File: src/rtl/ecg_cfg_seq.sv
`timescale 1ns/1ps
// ecg_cfg_seq
// ----------------------------------------------------------------------------
// Sequencer between the stimulus/ROM stream source and the ECG feature
// extractor. It parses the configuration word stream (magic, length,
// parameters and an optional checksum) and writes each parameter into the
// extractor parameter register file. Once the configuration is accepted, it
// forwards ECG samples to the extractor through a small
// first-word-fall-through FIFO. The sources cannot be stalled, so a sample
// that arrives while the FIFO is full is dropped and flagged.
//
// Build option:
//   ECG_CFG_CHKSUM_EN  defined   : a checksum word follows the parameters and
//                                  must equal the 16-bit sum of the parameters.
//                      undefined : no checksum word; streaming starts right
//                                  after the last parameter (or after a zero
//                                  length).
//
// Ports:
//   clk, reset_n          clock, asynchronous active-low reset
//   cfg_en_i/cfg_data_i   config word strobe and data (no backpressure)
//   ecg_en_i/ecg_data_i   ECG sample strobe and data (no backpressure)
//   prm_we_o/addr/data    one-cycle parameter write, one cycle after the word
//   smp_valid_o/data_o    FIFO head towards the extractor
//   smp_ready_i           extractor accepts the head
//   cfg_ok_o, cfg_err_o   sticky config accepted / rejected
//   ovf_o                 sticky: a sample was dropped at a full FIFO
//   smp_cnt_o             saturating count of samples pushed into the FIFO
//   state_o               sequencer state, for observation only
//
// Handshake: the head word transfers on every rising clk edge where
// smp_valid_o && smp_ready_i; smp_valid_o never depends on smp_ready_i and
// the head stays stable until it transfers.
// ----------------------------------------------------------------------------
module ecg_cfg_seq #(
    parameter int                DATA_W     = 16,
    parameter int                PRM_AW     = 6,
    parameter int                FIFO_DEPTH = 4,
    parameter int                LOG2_FIFO  = 2,
    parameter logic [DATA_W-1:0] CFG_MAGIC  = 16'hC0F6,
    parameter int                SMP_CNT_W  = 13
) (
    input  logic                 clk,
    input  logic                 reset_n,
    input  logic                 cfg_en_i,
    input  logic [DATA_W-1:0]    cfg_data_i,
    input  logic                 ecg_en_i,
    input  logic [DATA_W-1:0]    ecg_data_i,
    output logic                 prm_we_o,
    output logic [PRM_AW-1:0]    prm_addr_o,
    output logic [DATA_W-1:0]    prm_data_o,
    output logic                 smp_valid_o,
    output logic [DATA_W-1:0]    smp_data_o,
    input  logic                 smp_ready_i,
    output logic                 cfg_ok_o,
    output logic                 cfg_err_o,
    output logic                 ovf_o,
    output logic [SMP_CNT_W-1:0] smp_cnt_o,
    output logic [2:0]           state_o
);

    typedef enum logic [2:0] {
        S_HDR  = 3'd0,
        S_LEN  = 3'd1,
        S_PRM  = 3'd2,
        S_CHK  = 3'd3,
        S_STRM = 3'd4,
        S_ERR  = 3'd5
    } state_t;

    // Where the parser goes once the parameter list is complete.
`ifdef ECG_CFG_CHKSUM_EN
    localparam state_t AFTER_PRM = S_CHK;
`else
    localparam state_t AFTER_PRM = S_STRM;
`endif

    // Largest legal length value: the full parameter address space.
    localparam logic [DATA_W-1:0] PRM_MAX = DATA_W'(1 << PRM_AW);
    localparam logic [PRM_AW:0]   PRM_ONE = (PRM_AW + 1)'(1);
    localparam logic [LOG2_FIFO:0] PTR_ONE = (LOG2_FIFO + 1)'(1);
    localparam logic [SMP_CNT_W-1:0] CNT_ONE = SMP_CNT_W'(1);
    localparam logic [SMP_CNT_W-1:0] CNT_MAX = {SMP_CNT_W{1'b1}};

    state_t state, state_nxt;

    // Parameter index and latched length are one bit wider than the address
    // so that a full 2^PRM_AW list can be represented.
    logic [PRM_AW:0] prm_cnt;
    logic [PRM_AW:0] prm_len;
    logic            last_prm;

`ifdef ECG_CFG_CHKSUM_EN
    logic [DATA_W-1:0] chksum;
`endif

    // FIFO pointers carry one wrap bit to tell full from empty.
    logic [DATA_W-1:0]  mem [FIFO_DEPTH];
    logic [LOG2_FIFO:0] wr_ptr, rd_ptr;
    logic               fifo_empty, fifo_full;
    logic               push_req, push, pop, drop;

    assign state_o  = state;
    assign last_prm = ((prm_cnt + PRM_ONE) == prm_len);

    // ------------------------------------------------------------------
    // Parser FSM
    // ------------------------------------------------------------------
    always_ff @(posedge clk or negedge reset_n) begin
        if (!reset_n) begin
            state <= S_HDR;
        end else begin
            state <= state_nxt;
        end
    end

    always_comb begin
        state_nxt = state;
        case (state)
            S_HDR: begin
                if (cfg_en_i) begin
                    state_nxt = (cfg_data_i == CFG_MAGIC) ? S_LEN : S_ERR;
                end
            end
            S_LEN: begin
                if (cfg_en_i) begin
                    if (cfg_data_i > PRM_MAX) begin
                        state_nxt = S_ERR;
                    end else if (cfg_data_i == '0) begin
                        state_nxt = AFTER_PRM;
                    end else begin
                        state_nxt = S_PRM;
                    end
                end
            end
            S_PRM: begin
                if (cfg_en_i && last_prm) begin
                    state_nxt = AFTER_PRM;
                end
            end
`ifdef ECG_CFG_CHKSUM_EN
            S_CHK: begin
                if (cfg_en_i) begin
                    state_nxt = (cfg_data_i == chksum) ? S_STRM : S_ERR;
                end
            end
`endif
            S_STRM: state_nxt = S_STRM;
            S_ERR:  state_nxt = S_ERR;
            default: state_nxt = S_ERR;
        endcase
    end

    // ------------------------------------------------------------------
    // Parameter write port, length latch and sticky status flags
    // ------------------------------------------------------------------
    always_ff @(posedge clk or negedge reset_n) begin
        if (!reset_n) begin
            prm_we_o   <= 1'b0;
            prm_addr_o <= '0;
            prm_data_o <= '0;
            prm_cnt    <= '0;
            prm_len    <= '0;
            cfg_ok_o   <= 1'b0;
            cfg_err_o  <= 1'b0;
        end else begin
            prm_we_o <= 1'b0;
            if (state == S_LEN && cfg_en_i) begin
                // Only meaningful when the length is in range; an
                // out-of-range value sends the FSM to ERR anyway.
                prm_len <= cfg_data_i[PRM_AW:0];
                prm_cnt <= '0;
            end
            if (state == S_PRM && cfg_en_i) begin
                prm_we_o   <= 1'b1;
                prm_addr_o <= prm_cnt[PRM_AW-1:0];
                prm_data_o <= cfg_data_i;
                prm_cnt    <= prm_cnt + PRM_ONE;
            end
            if (state != S_STRM && state_nxt == S_STRM) begin
                cfg_ok_o <= 1'b1;
            end
            if (state != S_ERR && state_nxt == S_ERR) begin
                cfg_err_o <= 1'b1;
            end
        end
    end

`ifdef ECG_CFG_CHKSUM_EN
    // Sum of parameter words only, wrapping modulo 2^DATA_W.
    always_ff @(posedge clk or negedge reset_n) begin
        if (!reset_n) begin
            chksum <= '0;
        end else if (state == S_PRM && cfg_en_i) begin
            chksum <= chksum + cfg_data_i;
        end
    end
`endif

    // ------------------------------------------------------------------
    // Sample FIFO
    // ------------------------------------------------------------------
    assign fifo_empty = (wr_ptr == rd_ptr);
    assign fifo_full  = (wr_ptr[LOG2_FIFO] != rd_ptr[LOG2_FIFO]) &&
                        (wr_ptr[LOG2_FIFO-1:0] == rd_ptr[LOG2_FIFO-1:0]);

    assign push_req = (state == S_STRM) && ecg_en_i;
    assign pop      = !fifo_empty && smp_ready_i;
    // A pop in the same cycle frees the slot, so a push at full still fits.
    assign push     = push_req && (!fifo_full || pop);
    assign drop     = push_req && fifo_full && !pop;

    assign smp_valid_o = !fifo_empty;
    // Head is forced to zero while empty so stale storage never shows.
    assign smp_data_o  = fifo_empty ? '0 : mem[rd_ptr[LOG2_FIFO-1:0]];

    always_ff @(posedge clk) begin
        if (push) begin
            mem[wr_ptr[LOG2_FIFO-1:0]] <= ecg_data_i;
        end
    end

    always_ff @(posedge clk or negedge reset_n) begin
        if (!reset_n) begin
            wr_ptr    <= '0;
            rd_ptr    <= '0;
            ovf_o     <= 1'b0;
            smp_cnt_o <= '0;
        end else begin
            if (push) begin
                wr_ptr <= wr_ptr + PTR_ONE;
            end
            if (pop) begin
                rd_ptr <= rd_ptr + PTR_ONE;
            end
            if (drop) begin
                ovf_o <= 1'b1;
            end
            if (push && smp_cnt_o != CNT_MAX) begin
                smp_cnt_o <= smp_cnt_o + CNT_ONE;
            end
        end
    end

endmodule
File: config.mk
export PLATFORM = sky130hd
export DESIGN_NAME = ecg_cfg_seq
export DESIGN_NICKNAME = d
export VERILOG_FILES = /design/src/rtl/ecg_cfg_seq.sv
export SDC_FILE = /design/constraint.sdc
export NUM_CORES = 1
export LEC_CHECK = 0
export ABC_AREA = 1
export BUFFER_PORTS_ARGS = -buffer_cell sky130_fd_sc_hd__buf_4
export CAP_MARGIN = 20
export CORE_MARGIN = 4
export CORE_UTILIZATION = 60
export CTS_CLUSTER_DIAMETER = 100
export CTS_CLUSTER_SIZE = 14
export DETAILED_ROUTE_END_ITERATION = 7
export PLACE_DENSITY_LB_ADDON = 0.2
export SLEW_MARGIN = 10
export SYNTH_ARGS = -nofsm -noshare
export SYNTH_HDL_FRONTEND = slang
export SYNTH_SLANG_ARGS = --single-unit
File: constraint.sdc
create_clock -name clk -period 4.4 [get_ports clk]
set_input_delay 0.22 -clock clk [delete_from_list [all_inputs] [get_ports clk]]
set_output_delay 0.22 -clock clk [all_outputs]
set_load 0.01 [all_outputs]
==> impl_metrics.py <==
metrics = {
    "run_status": {
        "status": "finished clean",
    },
    "synthesis": {
        "syn_inst": 568,
        "syn_nets": 612,
        "yosys_warnings": 0,
        "synth_seq_cells": 126,
        "ys_seq_area_share_pct": 61.13,
        "synth.avg_cell_area_um2": 10.00,
        "ys_types": 39,
        "synth_area_um2": 5682,
    },
    "power_and_ir_drop": {
        "powerDensity_nw_per_um2": 465.9,
        "total_power_mw": 3.417,
        "irDropWorstVdd_v": 0.0002956,
        "p_leak_nw": 3.396,
    },
    "worst_setup_path": {
        "cp-startpoint": "rd_ptr[0]",
        "rr_worst_depth": 7,
        "cpMaxStageDelayCell": "dfrtp_1",
        "cp-start-kind": "flip-flop",
        "rrSetupSlack_ps": 1430,
        "rr_endpoint": "mem[3][5]",
        "critPathTopFamily": "flip-flops",
        "cp_slowest_stage_delay_ps": 1060,
        "required_ps": 4180,
        "critical_path_arrival_ps": 2870,
        "crit_buf_inv": 3,
        "path_cells": "inv_4 -> nand2_1 -> a21oi_2 -> nand2_2 -> nand2_1 -> inv_1 -> buf_4",
        "cpMostUsedCell": "nand2_1",
        "critPathKind": "flip-flop to primary output",
        "path_max_fanout": 35,
        "timing.rr.start": "rd_ptr[0]",
        "cp-end-kind": "primary output",
    },
    "place": {
        "place_inst": 779,
        "hpwl_um": 8035,
        "gp_congestion": 0.8218,
        "dp_slack_ps": 1481,
        "port_buffers": 95,
    },
    "final_layout": {
        "multi_input_area_um2": 1842,
        "fillers": 560,
        "area_growth_pct": 29.09,
        "final_cells": 836,
        "n_antenna_cell": 0,
        "drive_gt1_share_pct": 21.92,
        "fin_nets": 738,
        "final_util_pct": 79.38,
        "regArea_um2": 3473,
    },
    "clocking": {
        "clk_latency_ps": 510,
        "cts_sinks": 126,
        "clkSlewWorstSetupHoldPaths_ps": 60,
        "htreeDepth": 4,
        "postCtsHoldBufs": 25,
        "cts_tree": "done",
        "cts-buffers-inserted": 17,
        "clock_path_buffers": 2,
        "postCtsResizedCells": 0,
        "cts_setup_buffers": 0,
        "cts-root-buf": "clkbuf_8",
    },
    "sta": {
        "slew_viol_final": 0,
        "fin_skew_ps": 5.148,
        "setup_violations": 0,
        "post-route-period-util_pct": 70.27,
        "max_slew.worst_pin.slew_ps": 1085,
        "fmax_mhz": 323.4,
        "period_needed_ps": 3092,
        "setup_tns_ps": 0,
        "hold_violations": 0,
        "finalWorstSetupSlack_ps": 1308,
        "max-slew-margin-rel_pct": 27.68,
        "rsz0062_at_grt": "no",
    },
    "die": {
        "die-width_um": 105.3,
        "initial_utilization_pct": 61.49,
        "die_area_um2": 11090,
        "rows": 35,
        "pin_count": 96,
        "core_um2": 9240,
        "die_h_um": 105.3,
    },
    "global_route": {
        "grt_pass1_wl_um": 21170,
        "grt.overflow.total": 0,
        "grt_pass1_vias": 4533,
        "track_usage_pct": 24.04,
        "grt_antenna_before_repair": 0,
        "grt_max_degree": 63,
    },
    "drt": {
        "wire_per_inst_um": 14.94,
        "via_count": 4383,
        "drt_wl_total_um": 12490,
        "drc_errors": 0,
        "viasPerCell": 5.243,
        "ant_nets": 0,
        "first_iter_violations": 184,
        "firstDrtPassIters": 5,
    },
    "worst_hold_path": {
        "min_from": "cfg_data_i[6]",
        "whs_path_depth": 3,
        "hp-class": "input pin to flip-flop",
        "min_to": "prm_len[6]",
    },
    "flow_run": {
        "cap_violations": 0,
    },
}
## stage by stage
stage / cell area (um2) / hold WS (ps)
CTS: 7335 / 3.616
finish: 7335 / 19.05
global placement: 6507 / 345.2
global route: 7335 / 9.090
floorplan: 5682 / -75.59
detailed placement: 6507 / 348.3
## worst max-delay path by stage
stage | end | cells after the start
after floorplan | mem[3][0] | 7
after global placement | mem[3][0] | 7
after detailed placement | mem[3][2] | 7
after CTS | smp_data_o[11] | 7
after global routing | smp_data_o[15] | 7
final | smp_data_o[15] | 7
## per-layer routing
metal  vias to the layer above  GRT usage, %  wire length, um  part of all wire (%)
li1                       2128             -                -                     -
met1                      2088         29.19             5061                    41
met2                       155         40.98             6379                    51
met3                        12         7.777              905                   7.2
met4                         0         7.216              140                   1.1
met5                         -             0                0                     0
## where the power goes
part	total [mW]	switching, mW	internal (mW)	leakage (nW)
Clock	1.34	0.526	0.813	0.276
Sequential	1.35	0.0979	1.25	1.35
Combinational	0.726	0.385	0.341	1.77
## logic make-up (layout without fill, tap and decap cells)
kind of cell | after synthesis | count (layout) | share of synthesized area, %
simple gates | 248 | 248 | 19.40
buf+inv | 90 | 229 | 6.452
xor+xnor | 18 | 18 | 2.907
compound gates | 78 | 78 | 8.368
flops | 126 | 126 | 61.13
fa+ha+maj | 7 | 7 | 1.541
mux | 1 | 1 | 0.1982
## cells in the mapped netlist, drive strengths merged
cell,number,area (um2)
nor2,78,330.3
nor3,8,45.04
a21oi,6,33.78
o21bai,4,30.03
ha,7,87.58
buf,8,48.80
nand3b,4,30.03
xnor2,5,43.79
xor2,13,121.4
nor4,1,6.260
nand2,125,503.0
o22ai,4,25.02
nand4,6,52.55
clkbuf,10,37.54
o32ai,16,140.1
inv,71,276.5
o21ai,47,239.0
a211oi,1,7.510
mux2,1,11.26
nand3,26,135.1
dfrtp,62,1551
edfxtp,64,1922
clkinv,1,3.750
## worst reg2reg max path: stages (launching register included)
cell     delay [ps]
dfrtp_1        1060
inv_4           350
nand2_1         190
a21oi_2          80
nand2_2          90
nand2_4         100
nor2_1          470
buf_4           320
## sequential cells by signal, summed over array words and instances (netlist names), 3 cells and up
| signal | flops |
|---|---|
| mem | 64 |
| prm_addr_o | 6 |
| prm_cnt | 7 |
| prm_data_o | 16 |
| prm_len | 7 |
| rd_ptr | 3 |
| smp_cnt_o | 13 |
| state_o | 3 |
| wr_ptr | 3 |
## cell usage in the layout, fill, tap and decap left out, types with 5 or more instances in the layout
cell	instances
buf_4	100
nor2_1	71
a21oi_1	5
nand3_1	25
inv_1	67
clkbuf_16	16
o21ai_0	46
nand2_1	119
edfxtp_1	64
nor3_1	7
dlygate4sd3_1	25
xor2_1	12
o32ai_1	16
dfrtp_1	62
ha_1	7
nand4_1	5
xnor2_1	5
## final cells by class
type	instances	share of cell area (%)
clock buffer	17	5.647
clock inverter	15	2.218
inverter	72	3.821
multi-input combinational	352	25.11
sequential	126	47.36
tap	129	2.201
timing repair buffer	125	13.65
Note: power is estimated with default switching activity, not from simulation.
